==> config.mk <==
export PLATFORM = sky130hd
export DESIGN_NAME = mem_port_arbiter_flat
export DESIGN_NICKNAME = d
export VERILOG_FILES = /design/src/rtl/mem_port_arbiter_pkg.sv /design/src/rtl/mem_port_arbiter_if.sv /design/src/rtl/mem_port_arbiter_req_buffer.sv /design/src/rtl/mem_port_arbiter.sv /design/src/flat_wrapper.sv
export SDC_FILE = /design/constraint.sdc
export NUM_CORES = 1
export LEC_CHECK = 0
export BUFFER_PORTS_ARGS = -buffer_cell sky130_fd_sc_hd__clkbuf_2
export CAP_MARGIN = 5
export CORE_AREA = 5 5 184 186
export CTS_CLUSTER_SIZE = 40
export DETAILED_ROUTE_END_ITERATION = 8
export DIE_AREA = 0 0 189 191
export SYNTH_ARGS = -nofsm -noshare
export SYNTH_HDL_FRONTEND = slang
export SYNTH_HIERARCHICAL = 1
export SYNTH_SLANG_ARGS = --single-unit
==> constraint.sdc <==
create_clock -name clk -period 4.9 [get_ports clk]
set_input_delay 0.49 -clock clk [delete_from_list [all_inputs] [get_ports clk]]
set_output_delay 0.49 -clock clk [all_outputs]
set_load 0.01 [all_outputs]
==> src/rtl/mem_port_arbiter_pkg.sv <==
`default_nettype none
// ============================================================================
// Module   : rv32imc_types (package)
// Brief    : Shared widths, arbiter state encoding and request record for the
//            unified memory port arbiter.
// Revision : 1.0 - initial release
// ============================================================================
package rv32imc_types;

    localparam int C_ADDR_W = 32;
    localparam int C_DATA_W = 32;
    localparam int C_MASK_W = C_DATA_W / 8;

    typedef enum logic [1:0] {
        IDLE   = 2'd0,
        BUSY_I = 2'd1,
        BUSY_D = 2'd2
    } arb_state_t;

    typedef struct packed {
        logic [C_ADDR_W-1:0] addr;
        logic [C_MASK_W-1:0] rmask;
        logic [C_MASK_W-1:0] wmask;
        logic [C_DATA_W-1:0] wdata;
    } mem_req_t;

    function automatic logic req_active(input mem_req_t r);
        return |{r.rmask, r.wmask};
    endfunction

endpackage
`default_nettype wire

==> src/rtl/mem_port_arbiter_if.sv <==
`default_nettype none
// ============================================================================
// Module   : mem_port_arbiter_if
// Brief    : Fetch, data and downstream mask-pulse buses of the memory port
//            arbiter; slave = arbiter view, master = requester/memory view.
// Revision : 1.0 - initial release
// ============================================================================
interface mem_port_arbiter_if #(
    parameter int ADDR_W = rv32imc_types::C_ADDR_W,
    parameter int DATA_W = rv32imc_types::C_DATA_W
);
    logic [ADDR_W-1:0]   imem_addr;
    logic [DATA_W/8-1:0] imem_rmask;
    logic [DATA_W-1:0]   imem_rdata;
    logic                imem_resp;

    logic [ADDR_W-1:0]   dmem_addr;
    logic [DATA_W/8-1:0] dmem_rmask;
    logic [DATA_W/8-1:0] dmem_wmask;
    logic [DATA_W-1:0]   dmem_wdata;
    logic [DATA_W-1:0]   dmem_rdata;
    logic                dmem_resp;

    logic [ADDR_W-1:0]   mem_addr;
    logic [DATA_W/8-1:0] mem_rmask;
    logic [DATA_W/8-1:0] mem_wmask;
    logic [DATA_W-1:0]   mem_wdata;
    logic [DATA_W-1:0]   mem_rdata;
    logic                mem_resp;

    modport slave (
        input  imem_addr, imem_rmask,
        output imem_rdata, imem_resp,
        input  dmem_addr, dmem_rmask, dmem_wmask, dmem_wdata,
        output dmem_rdata, dmem_resp,
        output mem_addr, mem_rmask, mem_wmask, mem_wdata,
        input  mem_rdata, mem_resp
    );

    modport master (
        output imem_addr, imem_rmask,
        input  imem_rdata, imem_resp,
        output dmem_addr, dmem_rmask, dmem_wmask, dmem_wdata,
        input  dmem_rdata, dmem_resp,
        input  mem_addr, mem_rmask, mem_wmask, mem_wdata,
        output mem_rdata, mem_resp
    );
endinterface
`default_nettype wire

==> src/rtl/mem_port_arbiter_req_buffer.sv <==
`default_nettype none
// ============================================================================
// Module   : arb_req_buffer
// Brief    : One-entry hold register for a request that lost arbitration.
// Revision : 1.0 - initial release
// ============================================================================
module arb_req_buffer
    import rv32imc_types::*;
(
    input  logic     clk,
    input  logic     rst,
    input  logic     load_i,
    input  logic     clear_i,
    input  mem_req_t req_i,
    output logic     valid_o,
    output mem_req_t req_o
);

    logic     valid_q;
    mem_req_t req_q;

    // Clear wins: a granted entry must never survive into the next cycle.
    always_ff @(posedge clk) begin
        if (rst) begin
            valid_q <= 1'b0;
            req_q   <= '0;
        end else if (clear_i) begin
            valid_q <= 1'b0;
        end else if (load_i) begin
            valid_q <= 1'b1;
            req_q   <= req_i;
        end
    end

    assign valid_o = valid_q;
    assign req_o   = req_q;

endmodule
`default_nettype wire

==> src/rtl/mem_port_arbiter.sv <==
`default_nettype none
// ============================================================================
// Module   : mem_port_arbiter
// Brief    : Shares one mask-pulse memory port between fetch and data ports.
//            Optional macro ARB_ROUND_ROBIN_EN: alternate winner on contention.
// Revision : 1.0 - initial release
// ============================================================================
module mem_port_arbiter
    import rv32imc_types::*;
#(
    parameter int ADDR_W = C_ADDR_W,
    parameter int DATA_W = C_DATA_W
)
(
    input  logic              clk,
    input  logic              rst,
    mem_port_arbiter_if.slave bus
);

    if (ADDR_W != C_ADDR_W || DATA_W != C_DATA_W) begin : g_width_check
        $error("mem_port_arbiter: widths must match rv32imc_types");
    end

    arb_state_t        state_q, state_d;
    mem_req_t          i_live, d_live, i_pend, d_pend, i_cand, d_cand, grant_req;
    logic              i_pend_vld, d_pend_vld, i_has, d_has;
    logic              grant_i, grant_d, i_resp, d_resp, d_wins_tie;
    logic [DATA_W-1:0] i_rdata_q, d_rdata_q;

    assign i_live = '{addr: bus.imem_addr, rmask: bus.imem_rmask, wmask: '0, wdata: '0};
    assign d_live = '{addr: bus.dmem_addr, rmask: bus.dmem_rmask,
                      wmask: bus.dmem_wmask, wdata: bus.dmem_wdata};

    // A buffered request always outranks the live inputs of the same port.
    assign i_cand = i_pend_vld ? i_pend : i_live;
    assign d_cand = d_pend_vld ? d_pend : d_live;
    assign i_has  = i_pend_vld | req_active(i_live);
    assign d_has  = d_pend_vld | req_active(d_live);

    arb_req_buffer u_ibuf (
        .clk     (clk),
        .rst     (rst),
        .load_i  (req_active(i_live) & ~grant_i),
        .clear_i (grant_i),
        .req_i   (i_live),
        .valid_o (i_pend_vld),
        .req_o   (i_pend)
    );

    arb_req_buffer u_dbuf (
        .clk     (clk),
        .rst     (rst),
        .load_i  (req_active(d_live) & ~grant_d),
        .clear_i (grant_d),
        .req_i   (d_live),
        .valid_o (d_pend_vld),
        .req_o   (d_pend)
    );

`ifdef ARB_ROUND_ROBIN_EN
    logic last_d_q;

    // Tracks only contended grants; uncontended ones do not shift fairness.
    always_ff @(posedge clk) begin
        if (rst) begin
            last_d_q <= 1'b0;
        end else if ((grant_i | grant_d) && i_has && d_has) begin
            last_d_q <= grant_d;
        end
    end

    assign d_wins_tie = ~last_d_q;
`else
    assign d_wins_tie = 1'b1;
`endif

    always_comb begin
        state_d = state_q;
        grant_i = 1'b0;
        grant_d = 1'b0;
        i_resp  = 1'b0;
        d_resp  = 1'b0;
        unique case (state_q)
            IDLE: begin
                if (!rst) begin
                    if (d_has && (!i_has || d_wins_tie)) begin
                        grant_d = 1'b1;
                        state_d = BUSY_D;
                    end else if (i_has) begin
                        grant_i = 1'b1;
                        state_d = BUSY_I;
                    end
                end
            end
            BUSY_I: begin
                if (bus.mem_resp && !rst) begin
                    i_resp  = 1'b1;
                    state_d = IDLE;
                end
            end
            BUSY_D: begin
                if (bus.mem_resp && !rst) begin
                    d_resp  = 1'b1;
                    state_d = IDLE;
                end
            end
            default: state_d = IDLE;
        endcase
    end

    assign grant_req = grant_d ? d_cand : (grant_i ? i_cand : '0);

    assign bus.mem_addr   = grant_req.addr;
    assign bus.mem_rmask  = grant_req.rmask;
    assign bus.mem_wmask  = grant_req.wmask;
    assign bus.mem_wdata  = grant_req.wdata;

    assign bus.imem_resp  = i_resp;
    assign bus.dmem_resp  = d_resp;
    assign bus.imem_rdata = i_resp ? bus.mem_rdata : i_rdata_q;
    assign bus.dmem_rdata = d_resp ? bus.mem_rdata : d_rdata_q;

    always_ff @(posedge clk) begin
        if (rst) begin
            state_q   <= IDLE;
            i_rdata_q <= '0;
            d_rdata_q <= '0;
        end else begin
            state_q <= state_d;
            if (i_resp) i_rdata_q <= bus.mem_rdata;
            if (d_resp) d_rdata_q <= bus.mem_rdata;
        end
    end

    a_imem_one_outstanding: assert property (@(posedge clk) disable iff (rst)
        req_active(i_live) |-> !(i_pend_vld || state_q == BUSY_I));
    a_dmem_one_outstanding: assert property (@(posedge clk) disable iff (rst)
        req_active(d_live) |-> !(d_pend_vld || state_q == BUSY_D));

endmodule
`default_nettype wire

==> src/flat_wrapper.sv <==
// flat-port wrapper written by rule: the top's interface ports become plain ports
module mem_port_arbiter_flat import rv32imc_types::*;
#(
    parameter int ADDR_W = C_ADDR_W,
    parameter int DATA_W = C_DATA_W
)
  (clk, rst, bus_imem_addr, bus_imem_rmask, bus_imem_rdata, bus_imem_resp, bus_dmem_addr, bus_dmem_rmask, bus_dmem_wmask, bus_dmem_wdata, bus_dmem_rdata, bus_dmem_resp, bus_mem_addr, bus_mem_rmask, bus_mem_wmask, bus_mem_wdata, bus_mem_rdata, bus_mem_resp);
  mem_port_arbiter_if #(.ADDR_W(ADDR_W), .DATA_W(DATA_W)) bus_i ();
  input  logic clk;
  input  logic rst;
  input wire logic [$bits(bus_i.imem_addr)-1:0] bus_imem_addr;
  input wire logic [$bits(bus_i.imem_rmask)-1:0] bus_imem_rmask;
  output wire logic [$bits(bus_i.imem_rdata)-1:0] bus_imem_rdata;
  output wire logic [$bits(bus_i.imem_resp)-1:0] bus_imem_resp;
  input wire logic [$bits(bus_i.dmem_addr)-1:0] bus_dmem_addr;
  input wire logic [$bits(bus_i.dmem_rmask)-1:0] bus_dmem_rmask;
  input wire logic [$bits(bus_i.dmem_wmask)-1:0] bus_dmem_wmask;
  input wire logic [$bits(bus_i.dmem_wdata)-1:0] bus_dmem_wdata;
  output wire logic [$bits(bus_i.dmem_rdata)-1:0] bus_dmem_rdata;
  output wire logic [$bits(bus_i.dmem_resp)-1:0] bus_dmem_resp;
  output wire logic [$bits(bus_i.mem_addr)-1:0] bus_mem_addr;
  output wire logic [$bits(bus_i.mem_rmask)-1:0] bus_mem_rmask;
  output wire logic [$bits(bus_i.mem_wmask)-1:0] bus_mem_wmask;
  output wire logic [$bits(bus_i.mem_wdata)-1:0] bus_mem_wdata;
  input wire logic [$bits(bus_i.mem_rdata)-1:0] bus_mem_rdata;
  input wire logic [$bits(bus_i.mem_resp)-1:0] bus_mem_resp;
  assign bus_i.imem_addr = bus_imem_addr;
  assign bus_i.imem_rmask = bus_imem_rmask;
  assign bus_imem_rdata = bus_i.imem_rdata;
  assign bus_imem_resp = bus_i.imem_resp;
  assign bus_i.dmem_addr = bus_dmem_addr;
  assign bus_i.dmem_rmask = bus_dmem_rmask;
  assign bus_i.dmem_wmask = bus_dmem_wmask;
  assign bus_i.dmem_wdata = bus_dmem_wdata;
  assign bus_dmem_rdata = bus_i.dmem_rdata;
  assign bus_dmem_resp = bus_i.dmem_resp;
  assign bus_mem_addr = bus_i.mem_addr;
  assign bus_mem_rmask = bus_i.mem_rmask;
  assign bus_mem_wmask = bus_i.mem_wmask;
  assign bus_mem_wdata = bus_i.mem_wdata;
  assign bus_i.mem_rdata = bus_mem_rdata;
  assign bus_i.mem_resp = bus_mem_resp;
  mem_port_arbiter #(.ADDR_W(ADDR_W), .DATA_W(DATA_W)) u_core (.clk(clk), .rst(rst), .bus(bus_i));
endmodule
==> flow_summary.toml <==
[floorplanning]
rows = 66
pin_count = 281
die_y_um = 191
die_x_um = 189
start_util_pct = 39.2
core-area_mm2 = 0.0321
dieArea_mm2 = 0.0361

[clocking]
cts_sinks = 212
cts_buffers = 27
ctsResizeCount = 0
path_clk_slew_ns = 0.06
hold_buffers = 0
h-tree-depth = 1
cts_root_buf = "clkbuf_16"
clock_path_buffers = 3
post-cts-setup-buffer-count = 0
clock_latency_ns = 0.54
cts_tree = "yes"

[detailed_routing]
dr.pass1.iters = 5
drt-initial-drc-count = 472
ant_nets = 0
vias = 9420
avgRoutedWirePerCell_um = 19.0
drt_wl_total_um = 34400
drc = 0
avgViaCountPerCell = 5.21

[synthesis]
yosys.area.top_type = "dfxtp_1"
synthArstFlopShare_pct = 0
syn_inst = 1141
synth.most_common_cell = "dfxtp_1"
syn_avg_cell_area_um2 = 11.0
synth_edf_count = 0
yosysSeqAreaShare_pct = 33.7
synth-seq-cells = 212
yosysWarnings = 6
yosysUniqueCellTypes = 37
synthTopCellsByCount = "dfxtp_1 (212), nand4bb_1 (144), nand2b_4 (100), o21ai_2 (100)"
ys_top_cells_by_area = "dfxtp_1 (34%), nand4bb_1 (13%), nand2b_4 (11%)"
syn-cell-area_mm2 = 0.0126
yosys_most_used_dff = "dfxtp_1"
netlist.area_leader.share_pct = 33.7

[final_layout]
nets = 1526
drive_gt1_share_pct = 46.4
register_area_mm2 = 0.00425
fillers = 3032
final_util_pct = 46.6
multi_input_area_mm2 = 0.00776
area_growth_pct = 19.0

[timing]
fin_skew_ns = 0.00914
rsz0062_at_grt = "no"
min_period_ns = 3.83
setup_viol = 0
period_share_pct = 78.2
tightest_slew_ns = 0.981
slew_headroom_pct = 34.6
hold_viol = 0
fmax_mhz = 261
fin_hold_ws_ns = 0.226
timing.setup.tns_ns = 0
finalMaxSlewViolations = 0
timing.final.ws_setup_ns = 1.07

[worst_setup_path]
cp-start-kind = "flop"
path_class = "flop to output port"
r2r_setup_slack_ns = 1.75
arrival_ns = 3.34
end_kind = "output port"
cp.required_ns = 4.41
worst-path-max-fanout = 26

[power]
ir_worst_vdd_v = 0.000238
power.total_mw = 5.11
p_leak_nw = 6.29
powerDensity_mw_per_mm2 = 341

[placed_design]
post-dp-hpwl_um = 22000
port_buffers = 280
place_ws_ns = 1.34
gp_congestion = 0.745

[grt]
grt_pass1_vias = 9673
antenna_found_initial = 4
grt.total_usage_pct = 18.2
grt_overflow = 0
grt_pass1_wl_um = 54300
grt_max_degree = 94

[min_path]
hp-class = "primary input to flop"

[job]
maxCapViolCount = 0

[status]
status = "completed"
[final timing paths]
path	depth (start not counted)	startpoint	end
setup / recovery	7	u_core/state_q[0]	bus_mem_addr[24]
hold / removal	3	bus_imem_addr[21]	u_core/u_ibuf/req_o[61]
setup reg to reg	8	u_core/state_q[0]	u_core/u_ibuf/req_o[39]
hold reg to reg	2	u_core/u_ibuf/req_o[68]	u_core/u_ibuf/req_o[68]
[placed cells by master (no fill, tap or decap), types with 2 or more instances in the layout]
cell type,count
or4_1,2
nand4bb_1,144
o2bb2ai_1,26
nor2b_1,66
o21ai_2,100
o22ai_1,26
nand4_1,2
clkbuf_2,279
nand3b_1,2
conb_1,36
nor2_1,3
buf_4,21
nand2b_4,100
clkbuf_8,6
ha_1,3
mux2i_1,86
mux2_2,86
dfxtp_1,210
clkinv_2,7
inv_1,6
o21ai_0,23
nand2b_1,47
diode_2,2
clkbuf_1,7
o32ai_1,11
nor3_1,2
clkbuf_16,27
o2bb2ai_2,10
nor2b_4,2
nor4_1,2
o21ai_1,44
[layout make-up]
class	count	share of cell area [%]
multi-input cells	831	51.9
repair buffers	301	10.5
inverters	7	0.176
well taps	408	3.41
clock buffers	39	5.15
diodes	2	0.0334
flip-flops and latches	212	28.4
clock inverters	9	0.493
[where the power goes]
part,internal [mW],switching (mW)
sequential,1.87,0.153
clock,1.14,0.767
combinational,0.538,0.643
[registers in the layout, indices dropped and copies added (netlist names)]
signal,flops
u_core/u_ibuf/req_o,72
u_core/u_ibuf/valid_o,1
u_core/d_rdata_q,32
u_core/state_q,2
u_core/i_rdata_q,32
u_core/u_dbuf/valid_o,1
u_core/u_dbuf/req_o,72
[routing by layer]
metal  wire length [um]  track usage, %
met1              15400            24.0
met2              16300            30.2
met3               1820            3.78
met4                852            5.44
met5                 27               0
[critical path, stage by stage (launching register included)]
cell      delay (ns)
dfxtp_1         0.31
inv_1           0.10
ha_1            0.24
nor2b_1         0.41
nand4_1         0.69
buf_4           0.49
o32ai_1         0.35
clkbuf_2        0.20
[per-stage QoR]
stage	instances	instance area, um^2
2_1_floorplan	1176	12700
3_3_place_gp	1759	14100
3_5_place_dp	1759	14100
4_1_cts	1807	15000
6_report	1809	15000
5_1_grt	1809	15000
[cell families (layout without fill, tap and decap cells)]
group	after synthesis	after routing	synth area share (%)
AND/OR/NAND/NOR	376	376	30.5
AO/OA/AOI/OAI	244	244	15.0
flip-flops	212	212	33.7
multiplexers	172	172	14.5
buffers and inverters	133	356	5.95
adder cells (fa/ha/maj)	3	3	0.298
other	1	38	0.0298
(Power assumes the default switching activity.)
